===== src/rtl/bcd_xs3_serial_ctrl_if.sv =====
// Parallel word handshake between a BCD producer / Excess-3 consumer and the serial controller.
interface bcd_xs3_serial_ctrl_if #(
    parameter int unsigned NUM_DIGITS = 2
);
    localparam int unsigned DW = 4 * NUM_DIGITS;

    logic [DW-1:0] bcd_in;
    logic          in_valid;
    logic          in_ready;
    logic [DW-1:0] xs3_out;
    logic          out_valid;
    logic          out_ready;
    logic          bcd_err;

    // Producer/consumer side
    modport master (
        output bcd_in, in_valid, out_ready,
        input  in_ready, xs3_out, out_valid, bcd_err
    );

    // Controller side
    modport slave (
        input  bcd_in, in_valid, out_ready,
        output in_ready, xs3_out, out_valid, bcd_err
    );
endinterface


===== src/rtl/bcd_xs3_serial_ctrl.sv =====
// Sequencer for the serial BCD-to-Excess-3 converter: loads a parallel BCD word,
// clears the converter for one cycle, streams the word LSB-first, and gathers the
// Mealy serial result back into a parallel Excess-3 word.
module bcd_xs3_serial_ctrl #(
    parameter int unsigned NUM_DIGITS = 2
) (
    input  logic                  clk,
    input  logic                  reset,
    bcd_xs3_serial_ctrl_if.slave  bus,
    output logic                  busy,
    output logic                  conv_B_in,
    output logic                  conv_reset_b,
    input  logic                  conv_B_out
);
    localparam int unsigned DW = 4 * NUM_DIGITS;
    localparam int unsigned CW = $clog2(DW);

    typedef enum logic [1:0] {
        IDLE  = 2'd0,
        CLEAR = 2'd1,
        SHIFT = 2'd2,
        DONE  = 2'd3
    } state_e;

    state_e        state_q, state_d;
    logic [DW-1:0] shift_q, shift_d;
    logic [DW-1:0] result_q, result_d;
    logic [CW-1:0] cnt_q, cnt_d;
    logic [DW-1:0] xs3_q, xs3_d;
    logic          err_q, err_d;
    logic          err_pend_q, err_pend_d;
    logic          digit_err;
    logic          accept;

    // Flag any input digit above 9
    always_comb begin
        digit_err = 1'b0;
        for (int i = 0; i < int'(NUM_DIGITS); i++) begin
            if (bus.bcd_in[4*i +: 4] > 4'd9) begin
                digit_err = 1'b1;
            end
        end
    end

    assign bus.in_ready  = (state_q == IDLE) | ((state_q == DONE) & bus.out_ready);
    assign accept        = bus.in_valid & bus.in_ready;
    assign bus.out_valid = (state_q == DONE);
    assign bus.xs3_out   = xs3_q;
    assign bus.bcd_err   = err_q;
    assign busy          = (state_q != IDLE);
    // Converter is held cleared through our reset and for the one CLEAR cycle
    assign conv_reset_b  = ~(reset | (state_q == CLEAR));
    assign conv_B_in     = (state_q == SHIFT) & shift_q[0];

    // State register and datapath registers
    always_ff @(posedge clk) begin
        if (reset) begin
            state_q    <= IDLE;
            shift_q    <= '0;
            result_q   <= '0;
            cnt_q      <= '0;
            xs3_q      <= '0;
            err_q      <= 1'b0;
            err_pend_q <= 1'b0;
        end else begin
            state_q    <= state_d;
            shift_q    <= shift_d;
            result_q   <= result_d;
            cnt_q      <= cnt_d;
            xs3_q      <= xs3_d;
            err_q      <= err_d;
            err_pend_q <= err_pend_d;
        end
    end

    // Next-state and datapath update
    always_comb begin
        state_d    = state_q;
        shift_d    = shift_q;
        result_d   = result_q;
        cnt_d      = cnt_q;
        xs3_d      = xs3_q;
        err_d      = err_q;
        err_pend_d = err_pend_q;
        case (state_q)
            IDLE, DONE: begin
                // DONE retires the held result and may take the next word on the same edge
                if (accept) begin
                    shift_d    = bus.bcd_in;
                    err_pend_d = digit_err;
                    state_d    = CLEAR;
                end else if ((state_q == DONE) && bus.out_ready) begin
                    state_d = IDLE;
                end
            end
            CLEAR: begin
                cnt_d   = '0;
                state_d = SHIFT;
            end
            SHIFT: begin
                shift_d  = shift_q >> 1;
                result_d = {conv_B_out, result_q[DW-1:1]};
                cnt_d    = cnt_q + CW'(1);
                if (cnt_q == CW'(DW - 1)) begin
                    xs3_d   = result_d;
                    err_d   = err_pend_q;
                    cnt_d   = '0;
                    state_d = DONE;
                end
            end
            default: state_d = IDLE;
        endcase
    end
endmodule

===== src/flat_wrapper.sv =====
// flat-port wrapper written by rule: the top's interface ports become plain ports
module bcd_xs3_serial_ctrl_flat 
#(
    parameter int unsigned NUM_DIGITS = 2
)
  (clk, reset, busy, conv_B_in, conv_reset_b, conv_B_out, bus_bcd_in, bus_in_valid, bus_out_ready, bus_in_ready, bus_xs3_out, bus_out_valid, bus_bcd_err);
  bcd_xs3_serial_ctrl_if #(.NUM_DIGITS(NUM_DIGITS)) bus_i ();
  input  logic clk;
  input  logic reset;
  output logic busy;
  output logic conv_B_in;
  output logic conv_reset_b;
  input  logic conv_B_out;
  input wire logic [$bits(bus_i.bcd_in)-1:0] bus_bcd_in;
  input wire logic [$bits(bus_i.in_valid)-1:0] bus_in_valid;
  input wire logic [$bits(bus_i.out_ready)-1:0] bus_out_ready;
  output wire logic [$bits(bus_i.in_ready)-1:0] bus_in_ready;
  output wire logic [$bits(bus_i.xs3_out)-1:0] bus_xs3_out;
  output wire logic [$bits(bus_i.out_valid)-1:0] bus_out_valid;
  output wire logic [$bits(bus_i.bcd_err)-1:0] bus_bcd_err;
  assign bus_i.bcd_in = bus_bcd_in;
  assign bus_i.in_valid = bus_in_valid;
  assign bus_i.out_ready = bus_out_ready;
  assign bus_in_ready = bus_i.in_ready;
  assign bus_xs3_out = bus_i.xs3_out;
  assign bus_out_valid = bus_i.out_valid;
  assign bus_bcd_err = bus_i.bcd_err;
  bcd_xs3_serial_ctrl #(.NUM_DIGITS(NUM_DIGITS)) u_core (.clk(clk), .reset(reset), .bus(bus_i), .busy(busy), .conv_B_in(conv_B_in), .conv_reset_b(conv_reset_b), .conv_B_out(conv_B_out));
endmodule

===== config.mk =====
export PLATFORM = sky130hd
export DESIGN_NAME = bcd_xs3_serial_ctrl_flat
export DESIGN_NICKNAME = d
export VERILOG_FILES = /design/src/rtl/bcd_xs3_serial_ctrl_if.sv /design/src/rtl/bcd_xs3_serial_ctrl.sv /design/src/flat_wrapper.sv
export SDC_FILE = /design/constraint.sdc
export NUM_CORES = 1
export LEC_CHECK = 0
export ABC_AREA = 1
export CORE_UTILIZATION = 42
export DETAILED_ROUTE_END_ITERATION = 8
export HOLD_SLACK_MARGIN = 0.08
export PLACE_DENSITY_LB_ADDON = 0.05
export REMOVE_ABC_BUFFERS = 1
export SLEW_MARGIN = 20
export SYNTH_ARGS = -nofsm -noshare
export SYNTH_HDL_FRONTEND = slang
export SYNTH_SLANG_ARGS = --single-unit

===== constraint.sdc =====
create_clock -name clk -period 2.27 [get_ports clk]
set_input_delay 0.454 -clock clk [delete_from_list [all_inputs] [get_ports clk]]
set_output_delay 0.454 -clock clk [all_outputs]
set_load 0.02 [all_outputs]

### Word-level counts from Yosys, hierarchy flattened

Cells that the tools add are included.

| word-level totals | value |
|---|---|
| output and inout port bits | 14 |
| register bits after elaboration | 31 |

| operators by class | value |
|---|---|
| order comparisons | 2 |
| $add $sub $neg | 1 |
| bitwise gates (word level) | 6 |
| equality and inequality tests | 7 |
| muxes and demuxes | 10 |
| reduce and logical (&&, ||, !) cells | 10 |

Operators by type and width:

| cell | number |
|---|---|
| 8-bit case mux with 2 select lines | 1 |
| 4-bit greater-than comparator (second input constant) | 2 |
| 8-bit two-way mux | 1 |
| 2-bit AND reduction | 4 |
| 2-bit two-way mux | 3 |
| 2-bit case mux with 3 select lines | 1 |
| 3-bit case mux with 2 select lines | 1 |
| 2-bit nonzero test | 3 |
| 2-bit equality test (second input constant) | 2 |
| 3-bit by 1-bit adder with 3-bit output (second input constant) | 1 |
| 1-bit bitwise AND | 3 |
| 3-bit equality test (second input constant) | 1 |
| 3-bit two-way mux | 1 |
| 3-bit by 1-bit != test with 1-bit output (second input constant) | 1 |
| 2-bit by 1-bit equality test with 1-bit output (second input constant) | 1 |
| 2-bit logical NOT | 1 |
| 1-bit two-way mux | 2 |
| 2-bit by 1-bit != test with 1-bit output (second input constant) | 1 |
| 2-bit != test (second input constant) | 1 |
| 1-bit OR | 2 |
| 2-bit OR reduction | 1 |
| 1-bit logical AND | 1 |
| 1-bit NOT | 1 |

### Longest topological paths before layout

Gate-level depths: netlist of the first run.

| depth | value |
|---|---|
| depth after elaboration | 6 |
| mapped depth | 10 |
| mapped depth without buffers | 10 |

### Worst setup path after synthesis of the first run

No wires, ideal clock.

| timing | value |
|---|---|
| path kind | register to output |
| from | register u_core.state_q[0] |
| to | output conv_B_in |
| slack | 0.708 ns |
| arrival | 1.108 ns |
| required time | 1.816 ns |
| buffers on the path | 2 |
| cell stages (with the launch flop) | 7 |
| cells stage by stage | dfxtp_1 > inv_1 > ha_1 > buf_4 > buf_4 > nand2_1 > inv_1 |

| on the way | value |
|---|---|
| word-level cells in the longest chain between the ends | 2 |

Ends and longest elaborated chain:

| what | line | text |
|---|---|---|
| from (decl) | bcd_xs3_serial_ctrl.sv:25 | `state_e state_q, state_d;` |
| from (signal assigned) | bcd_xs3_serial_ctrl.sv:66 | `state_q <= state_d;` |
| 2-bit equality test | bcd_xs3_serial_ctrl.sv:53 | `assign conv_B_in = (state_q == SHIFT) & shift_q[0];` |
| 1-bit bitwise AND | bcd_xs3_serial_ctrl.sv:53 |  |
| to (decl) | flat_wrapper.sv:11 | `output logic conv_B_in;` |

Every way passes these cells.

### Final worst setup path of the first run

| timing | value |
|---|---|
| from | register u_core.state_q[1] |
| to | output conv_reset_b |

| on the way | value |
|---|---|
| word-level cells in the longest chain between the ends | 3 |

Ends and longest elaborated chain:

| what | line | text |
|---|---|---|
| 2-bit by 1-bit equality test with 1-bit output | bcd_xs3_serial_ctrl.sv:52 | `assign conv_reset_b = ~(reset \| (state_q == CLEAR));` |
| 1-bit OR | bcd_xs3_serial_ctrl.sv:52 |  |
| 1-bit NOT | bcd_xs3_serial_ctrl.sv:52 |  |
| to (decl) | flat_wrapper.sv:12 | `output logic conv_reset_b;` |

Every way passes these cells.

==> results_dict.tcl, run 1 <==
set metrics [dict create \
    cts_setup_buffers 0 \
    timing.final.crit_period_ns 2.114 \
    timing.rr.start "u_core.state_q[0]$_SDFFE_PP0P_" \
    vias 1241 \
    cp_num_buf_inv 2 \
    critPathKind "reg -> out" \
    synthAdderAreaFrac_pct 5.530 \
    synth_cell_type_count 18 \
    reg2reg_slack_ns 0.53 \
    nets 240 \
    syn_area_sq_um 1358 \
    cp_cell_sequence "inv_1 -> ha_1 -> nor2_1 -> clkdlybuf4s50_1" \
    setup_viol 0 \
    maxCapViolCount 0 \
    crit_cells 4 \
    rows 20 \
    grt_max_degree 22 \
    timing.rr.end "u_core.shift_q[6]$_SDFFE_PP0P_" \
    reg2reg_depth 8 \
    cp-endpoint "conv_reset_b" \
    busiest_layer "met2" \
    drive_gt1_share_pct 6.757 \
    first_pass_iters 4 \
    grt_util_met3_pct 5.934 \
    worstSkewPairLatency_ns 0.33 \
    finalHoldViolations 0 \
    numPortBuffers 26 \
    htreeDepth 2 \
    cpMaxStageDelayCell "clkdlybuf4s50_1" \
    start_kind "flip-flop" \
    antenna_found_initial 0 \
    critical_path_arrival_ns 1.66 \
    final_cell_area_sq_um 1715 \
    clock-sinks 30 \
    vdd_drop_max_v 0.0004901 \
    power.density_nw_per_um2 976.6 \
    setup_slack_ns 0.1559 \
    overflow 0 \
    seq_area_frac_synth_pct 44.24 \
    synth_compound_area_share_pct 9.401 \
    grt_usage_pct 18.81 \
    met1_usage_pct 19.97 \
    post-place-cells 258 \
    cts_tree "done" \
    gr-usage-met2_pct 33.44 \
    cp_top_family "buffers and inverters" \
    period_share_pct 93.13 \
    synthToLayoutAreaGrowth_pct 26.36 \
    synth-xor-area-share_pct 0 \
    drtIter0Drc 18 \
    chipWidth_microns 58.86 \
    nFillCells 328 \
    required_ns 1.82 \
    ys_seq_elements 30 \
    numCtsBuffers 5 \
    drc 0 \
    avgSynthCellArea_sq_um 7.071 \
    crit_start "u_core.state_q[1]$_SDFFE_PP0P_" \
    hpwl_microns 2015 \
    grt_pass1_wl_microns 4795 \
    clk_pin_slew_ns 0.10 \
    gp_congestion 0.7988 \
    num_antenna_cells 0 \
    ctsHoldBuffers 0 \
    wl_microns 2762 \
    postPlaceCellArea_sq_um 1649 \
    rsz0062_at_grt "no" \
    root_buffer "clkbuf_4" \
    synthCells 192 \
    dieHeight_microns 58.86 \
    fmax_ghz 0.4730 \
    synth-simple-area-share_pct 33.82 \
    skew_ns 0.009470 \
    fin_tns_setup_ns 0 \
    start_util_pct 44.47 \
    core_area_sq_um 3053 \
    synth_top_family_by_area "simple AND/OR/NAND/NOR gates" \
    critPathMaxFanout 3 \
    whs_ns 0.4775 \
    fin_cells 266 \
    tightest_slew_ns 0.5236 \
    cp-end-kind "primary output" \
    antenna_left 0 \
    seq_area_sq_um 600.6 \
    p_leak_uw 0.0007906 \
    via_per_inst 4.665 \
    multi_input_area_sq_um 661.9 \
    place_ws_ns 0.07046 \
    worstHoldPathType "reg -> reg" \
    maxSlewHeadroom_pct 65.05 \
    yosysWarnings 0 \
    status "finished clean" \
    cts_buffer_depth 2 \
    muxShareOfSynthArea_pct 0 \
    dieArea_sq_um 3464 \
    critPathMaxStageDelay_ns 0.61 \
    grt_pass1_vias 1159 \
    wl_per_cell_microns 10.38 \
    io_pins 27 \
    slew_violations 0 \
]
## synth_stat cells
master,instances,area [sq um]
buf_4,2,15.01
inv_2,2,7.510
nand2_2,1,6.260
clkinv_1,1,3.750
ha_1,6,75.07
nand3_1,4,20.02
a21oi_1,7,35.03
buf_2,4,20.02
nand2_1,47,176.4
inv_1,10,37.54
o21ai_0,17,85.08
nand3b_1,7,52.55
or2_0,1,6.260
nor2_1,50,187.7
buf_6,1,11.26
dfxtp_1,30,600.6
nand3_2,1,10.01
a211oi_1,1,7.510
## area by class of cell
class	count	area share, %
inverters	13	2.845
flip-flops and latches	30	35.01
clock inverters	2	0.7294
well taps	44	3.209
clock buffers	6	2.991
multi-input cells	142	38.58
repair buffers	29	16.63
## per-layer routing
metal / wire (microns) / vias up
li1: - / 660
met1: 1273 / 552
met2: 1315 / 24
met3: 117 / 5
met4: 56 / 0
met5: 0 / -
## flip-flops by register name, summed over array words and instances (netlist names)
name / count
u_core.cnt_q: 3
u_core.bus.xs3_out: 8
u_core.bus.bcd_err: 1
u_core.state_q: 2
u_core.err_pend_q: 1
u_core.shift_q: 8
u_core.result_q: 7
## stage by stage
stage | util (%) | total power [uW]
2_1_floorplan | - | 1149
3_3_place_gp | 54.02 | 1329
3_5_place_dp | 54.02 | 1358
4_1_cts | 56.11 | 1702
5_1_grt | 56.19 | 1812
6_report | 56.19 | 1675
## cell usage in the layout, fill, tap and decap left out, drive strengths merged
| cell type | instances |
|---|---|
| dlymetal6s2s | 1 |
| inv | 12 |
| a21oi | 7 |
| ha | 6 |
| clkdlybuf4s50 | 25 |
| nand3b | 7 |
| nor2 | 50 |
| nand3 | 5 |
| clkbuf | 6 |
| or2 | 1 |
| o21ai | 17 |
| a211oi | 1 |
| dfxtp | 30 |
| nand2 | 48 |
| clkinvlp | 1 |
| buf | 3 |
| clkinv | 2 |
## where the power goes
part / switching, uW / internal [uW]
Combinational: 398 / 241
Clock: 188 / 149
Sequential: 60.6 / 638
## worst register-to-register path, stage by stage (launching register included)
cell and delay (ns):
dfxtp_1 0.36, inv_1 0.09, ha_1 0.39, inv_1 0.16, nand3_2 0.24, nand2_1 0.18, inv_2 0.09, nor2_1 0.09
nor2_1 0.05
## repair_timing
item                                   4_1_cts  5_1_grt
endpoints found under the hold margin        0        0
setup endpoints to repair                    0        1
resized for setup                            0        1
## cells by family (layout without fill, tap and decap cells)
group / Yosys count / count (layout)
AO/OA/AOI/OAI: 25 / 25
adder cells (fa/ha/maj): 6 / 6
flip-flops: 30 / 30
buffers and inverters: 20 / 50
AND/OR/NAND/NOR: 111 / 111
## worst min path at each step
stage	startpoint	endpoint	cells after the start
after floorplan	u_core.err_pend_q$_SDFFE_PP0P_	u_core.err_pend_q$_SDFFE_PP0P_	2
after global placement	u_core.cnt_q[1]$_SDFFE_PP0P_	u_core.cnt_q[1]$_SDFFE_PP0P_	2
after detailed placement	u_core.cnt_q[2]$_SDFFE_PP0P_	u_core.cnt_q[2]$_SDFFE_PP0P_	2
after CTS	u_core.cnt_q[2]$_SDFFE_PP0P_	u_core.cnt_q[2]$_SDFFE_PP0P_	2
after global routing	u_core.cnt_q[2]$_SDFFE_PP0P_	u_core.cnt_q[2]$_SDFFE_PP0P_	2
final	u_core.cnt_q[1]$_SDFFE_PP0P_	u_core.cnt_q[1]$_SDFFE_PP0P_	2
No activity file was read; power rests on OpenSTA's default activity.
==> run 2, diff against run 1 <==
--- a/config.mk
+++ b/config.mk
@@ -6,6 +6,7 @@
 export NUM_CORES = 1
 export LEC_CHECK = 0
 export ABC_AREA = 1
+export CORE_ASPECT_RATIO = 0.9
 export CORE_UTILIZATION = 42
 export DETAILED_ROUTE_END_ITERATION = 8
 export HOLD_SLACK_MARGIN = 0.08
==> results_dict.tcl, run 2 (synthesis gave the netlist of run 1 again) <==
set metrics [dict create \
    status "finished clean" \
    cts_tree "done" \
    start_util_pct 44.27 \
    wl_microns 2671 \
    slew_violations 0 \
    wl_per_cell_microns 10.16 \
    grt_pass1_vias 1129 \
    numCtsBuffers 5 \
    dieHeight_microns 55.94 \
    via_per_inst 4.608 \
    period_share_pct 95.35 \
    rsz0062_at_grt "no" \
    p_leak_uw 0.0007811 \
    start_kind "flip-flop" \
    finalHoldViolations 0 \
    cp_cell_sequence "inv_1 -> ha_1 -> inv_1 -> nand2_1 -> clkdlybuf4s50_1" \
    rows 19 \
    antenna_found_initial 0 \
    setup_viol 0 \
    setup_slack_ns 0.1056 \
    clk_pin_slew_ns 0.09 \
    fin_tns_setup_ns 0 \
    required_ns 1.82 \
    numPortBuffers 26 \
    post-place-cells 256 \
    root_buffer "clkbuf_4" \
    fin_cells 263 \
    timing.final.crit_period_ns 2.164 \
    htreeDepth 2 \
    critPathMaxFanout 3 \
    totalPowerFinal_uw 1622 \
    gp_congestion 0.7799 \
    grt_pass1_wl_microns 4657 \
    ctsHoldBuffers 0 \
    maxSlewHeadroom_pct 73.16 \
    power.density_nw_per_um2 957.3 \
    cts_buffer_depth 2 \
    grt_usage_pct 18.22 \
    clock-sinks 30 \
    cp_common_cell "inv_1" \
    num_antenna_cells 0 \
    layout_common_cells "nor2_1 (50), nand2_1 (47), dfxtp_1 (30), clkdlybuf4s50_1 (26), o21ai_0 (17)" \
    maxCapViolCount 0 \
    synthToLayoutAreaGrowth_pct 24.79 \
    vdd_drop_max_v 0.0005270 \
    overflow 0 \
    antenna_left 0 \
    dieArea_sq_um 3464 \
    worstHoldPathType "reg -> reg" \
    core_area_sq_um 3067 \
    cp_num_buf_inv 3 \
    final_common_cell "nor2_1" \
    drive_gt1_share_pct 6.335 \
    drtIter0Drc 26 \
    vias 1212 \
    fmax_ghz 0.4620 \
    drc 0 \
    chipWidth_microns 61.93 \
    place_ws_ns 0.1093 \
    grt_max_degree 22 \
    worstSkewPairLatency_ns 0.31 \
    critical_path_arrival_ns 1.71 \
    tightest_slew_ns 0.4021 \
    nets 240 \
    cp-end-kind "primary output" \
    ctsResizeCount 0 \
    skew_ns 0.006144 \
    critPathKind "reg -> out" \
    hpwl_microns 1988 \
    cts_setup_buffers 0 \
    cp_top_family "buffers and inverters" \
    critPathMaxStageDelay_ns 0.62 \
    cpMaxStageDelayCell "clkdlybuf4s50_1" \
    first_pass_iters 4 \
    io_pins 27 \
]
==> run 2: changes by cell type in the layout (fill, tap and decap cells not counted), sizes merged <==
| cell | previous run | this run |
|---|---|---|
| clkdlybuf4s50 | 25 | 26 |
| clkbuf | 6 | 5 |
| clkinvlp | 1 | 0 |
| clkinv | 2 | 3 |
| dlymetal6s2s | 1 | 0 |
==> run 2: worst min-delay path: stages (launching register included) <==
cell and delay (ns):
dfxtp_1 0.32, nand2_1 0.06, a21oi_1 0.06
==> run 2: path summary, 6_finish.rpt <==
check	start	to	slack, ns	depth (start not counted)
setup / recovery	u_core.state_q[0]$_SDFFE_PP0P_	bus_in_ready	0.11	5
hold / removal	u_core.cnt_q[1]$_SDFFE_PP0P_	u_core.cnt_q[1]$_SDFFE_PP0P_	0.48	2
setup reg to reg	u_core.state_q[0]$_SDFFE_PP0P_	u_core.shift_q[2]$_SDFFE_PP0P_	0.52	8
hold reg to reg	u_core.cnt_q[1]$_SDFFE_PP0P_	u_core.cnt_q[1]$_SDFFE_PP0P_	0.48	2
==> run 2: per-stage QoR <==
stage                     util [%]  area (sq um)  hold slack (ns)
after floorplan                  -          1311           0.4361
after global placement       53.69          1647           0.4559
after detailed placement     53.69          1647           0.4665
after CTS                    55.24          1694           0.4810
after global routing         55.24          1694           0.5084
final                        55.24          1694           0.4784
==> run 2: power by group <==
part	internal, uW	switching [uW]	total (uW)
combinational	242	403	645
clock	111	170	281
sequential	638	57.6	696
total	991	630	1620
==> run 2: final cells by class <==
cell class / count / area [sq um]
sequential: 30 / 600.6
clock inverter: 2 / 10.01
clock buffer: 5 / 37.54
inverter: 13 / 48.80
tap: 42 / 52.55
fill: 288 / 1373
timing repair buffer: 29 / 282.8
multi-input combinational: 142 / 661.9
==> run 2: per-layer routing <==
metal | vias up | wire length [microns] | track usage [%]
met5 | - | 0 | 0
met1 | 511 | 1258 | 21.67
met2 | 37 | 1245 | 30.11
met4 | 0 | 32 | 7.619
met3 | 5 | 135 | 4.884
li1 | 659 | - | -
==> run 3, diff against run 2 <==
==> constraint.sdc (replaced) <==
create_clock -name clk -period 2.27 [get_ports clk]
set_input_delay 0.454 -clock clk [delete_from_list [all_inputs] [get_ports clk]]
set_output_delay 0.454 -clock clk [all_outputs]
set_load 0.01 [all_outputs]
==> results_dict.tcl, run 3 (synthesis gave the netlist of run 1 again) <==
set metrics [dict create \
    status "finished clean" \
    wl_met2_microns 1324 \
    grt_max_degree 22 \
    layout_common_cells "nor2_1 (50), nand2_1 (47), dfxtp_1 (30), clkdlybuf4s50_1 (26), o21ai_0 (17)" \
    worstHoldPathType "reg -> reg" \
    wl_per_cell_microns 10.51 \
    io_pins 27 \
    tightest_slew_ns 0.4320 \
    vias 1231 \
    maxCapViolCount 0 \
    grt_usage_pct 18.29 \
    drc 0 \
    hpwl_microns 2043 \
    rsz0062_at_grt "no" \
    final_common_cell "nor2_1" \
    drtIter0Drc 29 \
    grt_pass1_wl_microns 4761 \
    cts_buffer_depth 2 \
    min_from "u_core.err_pend_q$_SDFFE_PP0P_" \
    route.layer.met1.wl_microns 1290 \
    wl_met3_microns 129 \
    first_pass_iters 4 \
    numCtsBuffers 5 \
    vdd_drop_max_v 0.0005909 \
    overflow 0 \
    reg2reg_slack_ns 0.49 \
    power.density_nw_per_um2 1069 \
    nets 240 \
    clk_pin_slew_ns 0.09 \
    reg2reg_depth 8 \
    antenna_left 0 \
    cell_internal_pwr_uw 1254 \
    cp-end-kind "primary output" \
    setup_viol 0 \
    combPwrFrac_pct 33.3 \
    whs_ns 0.4783 \
    post-place-cells 256 \
    drive_gt1_share_pct 6.757 \
    start_util_pct 44.27 \
    start_kind "flip-flop" \
    synthToLayoutAreaGrowth_pct 29.49 \
    numPortBuffers 26 \
    dieHeight_microns 55.94 \
    ctsResizeCount 0 \
    fin_tns_setup_ns 0 \
    cts_tree "done" \
    root_buffer "clkbuf_4" \
    maxSlewHeadroom_pct 71.17 \
    fin_cells 264 \
    fmax_ghz 0.4714 \
    p_leak_uw 0.0008088 \
    critical_path_arrival_ns 1.67 \
    required_ns 1.82 \
    worstSkewPairLatency_ns 0.32 \
    gp_congestion 0.7723 \
    num_antenna_cells 0 \
    core_area_sq_um 3067 \
    p_seq_share_pct 37.1 \
    timing.rr.end "u_core.shift_q[5]$_SDFFE_PP0P_" \
    cts_setup_buffers 0 \
    ctsHoldBuffers 0 \
    nFillCells 279 \
    timing.final.crit_period_ns 2.121 \
    chipWidth_microns 61.93 \
    dieArea_sq_um 3464 \
    critPathKind "reg -> out" \
    clkPwrFrac_pct 29.6 \
    wl_microns 2774 \
    hold_path_depth 2 \
    clock-sinks 30 \
    via_per_inst 4.663 \
    timing.rr.start "u_core.state_q[0]$_SDFFE_PP0P_" \
    slew_violations 0 \
    antenna_found_initial 0 \
    min_to "u_core.err_pend_q$_SDFFE_PP0P_" \
    grt_pass1_vias 1169 \
    htreeDepth 2 \
    skew_ns 0.007215 \
    period_share_pct 93.45 \
    rows 19 \
    dr.max_layer_used "met4" \
    finalHoldViolations 0 \
    critPathMaxFanout 3 \
    p_sw_uw 626.2 \
    p_sw_share_pct 33.31 \
]
run 3: cell types whose count changed in the layout (fill, tap and decap cells not counted):
cell,delta
bufinv_16,+2
clkbuf_8,+1
clkinv_2,-2
run 3: critical path, stage by stage (launching register included):
cell and delay, ns:
dfxtp_1 0.34, inv_1 0.11, ha_1 0.18, inv_1 0.05
nand2_1 0.11, clkdlybuf4s50_1 0.56
run 3: through the flow:
stage	setup WS (ns)	cell area, sq um	util [%]	power [uW]
global route	0.02308	1758	57.32	2019
CTS	0.1217	1758	57.32	1898
finish	0.1488	1758	57.32	1880
detailed placement	0.1722	1647	53.69	1339
floorplan	0.6200	1311	-	1129
global placement	0.1996	1647	53.69	1310
run 3: power groups by stage:
| stage | registers, uW | clock network [uW] | logic [uW] |
|---|---|---|---|
| 2_1_floorplan | 692 | 0 | 437 |
| 3_3_place_gp | 702 | 0 | 608 |
| 3_5_place_dp | 708 | 0 | 631 |
| 4_1_cts | 696 | 570 | 633 |
| 5_1_grt | 713 | 591 | 715 |
| 6_report | 698 | 556 | 626 |
run 3: layout make-up:
class	count	area (sq um)	area share [%]
tap	42	52.55	2.989
sequential	30	600.6	34.16
multi-input combinational	142	661.9	37.65
timing repair buffer	29	282.8	16.09
inverter	13	48.80	2.776
clock inverter	2	60.06	3.416
clock buffer	6	51.30	2.918
run 3: worst max path at each step:
stage,start,end,slack [ns]
after floorplan,u_core.state_q[0]$_SDFFE_PP0P_,u_core.state_q[1]$_SDFFE_PP0P_,0.62
final,u_core.state_q[1]$_SDFFE_PP0P_,bus_in_ready,0.15
after detailed placement,bus_out_ready,bus_in_ready,0.17
after CTS,u_core.state_q[0]$_SDFFE_PP0P_,bus_in_ready,0.12
after global placement,bus_out_ready,bus_in_ready,0.20
after global routing,u_core.state_q[1]$_SDFFE_PP0P_,bus_in_ready,0.02
run 3: metal layers:
metal / global-route usage (%) / vias up
li1: - / 662
met1: 22.30 / 532
met2: 30.57 / 32
met3: 5.581 / 5
met4: 4.762 / 0
met5: 0 / -
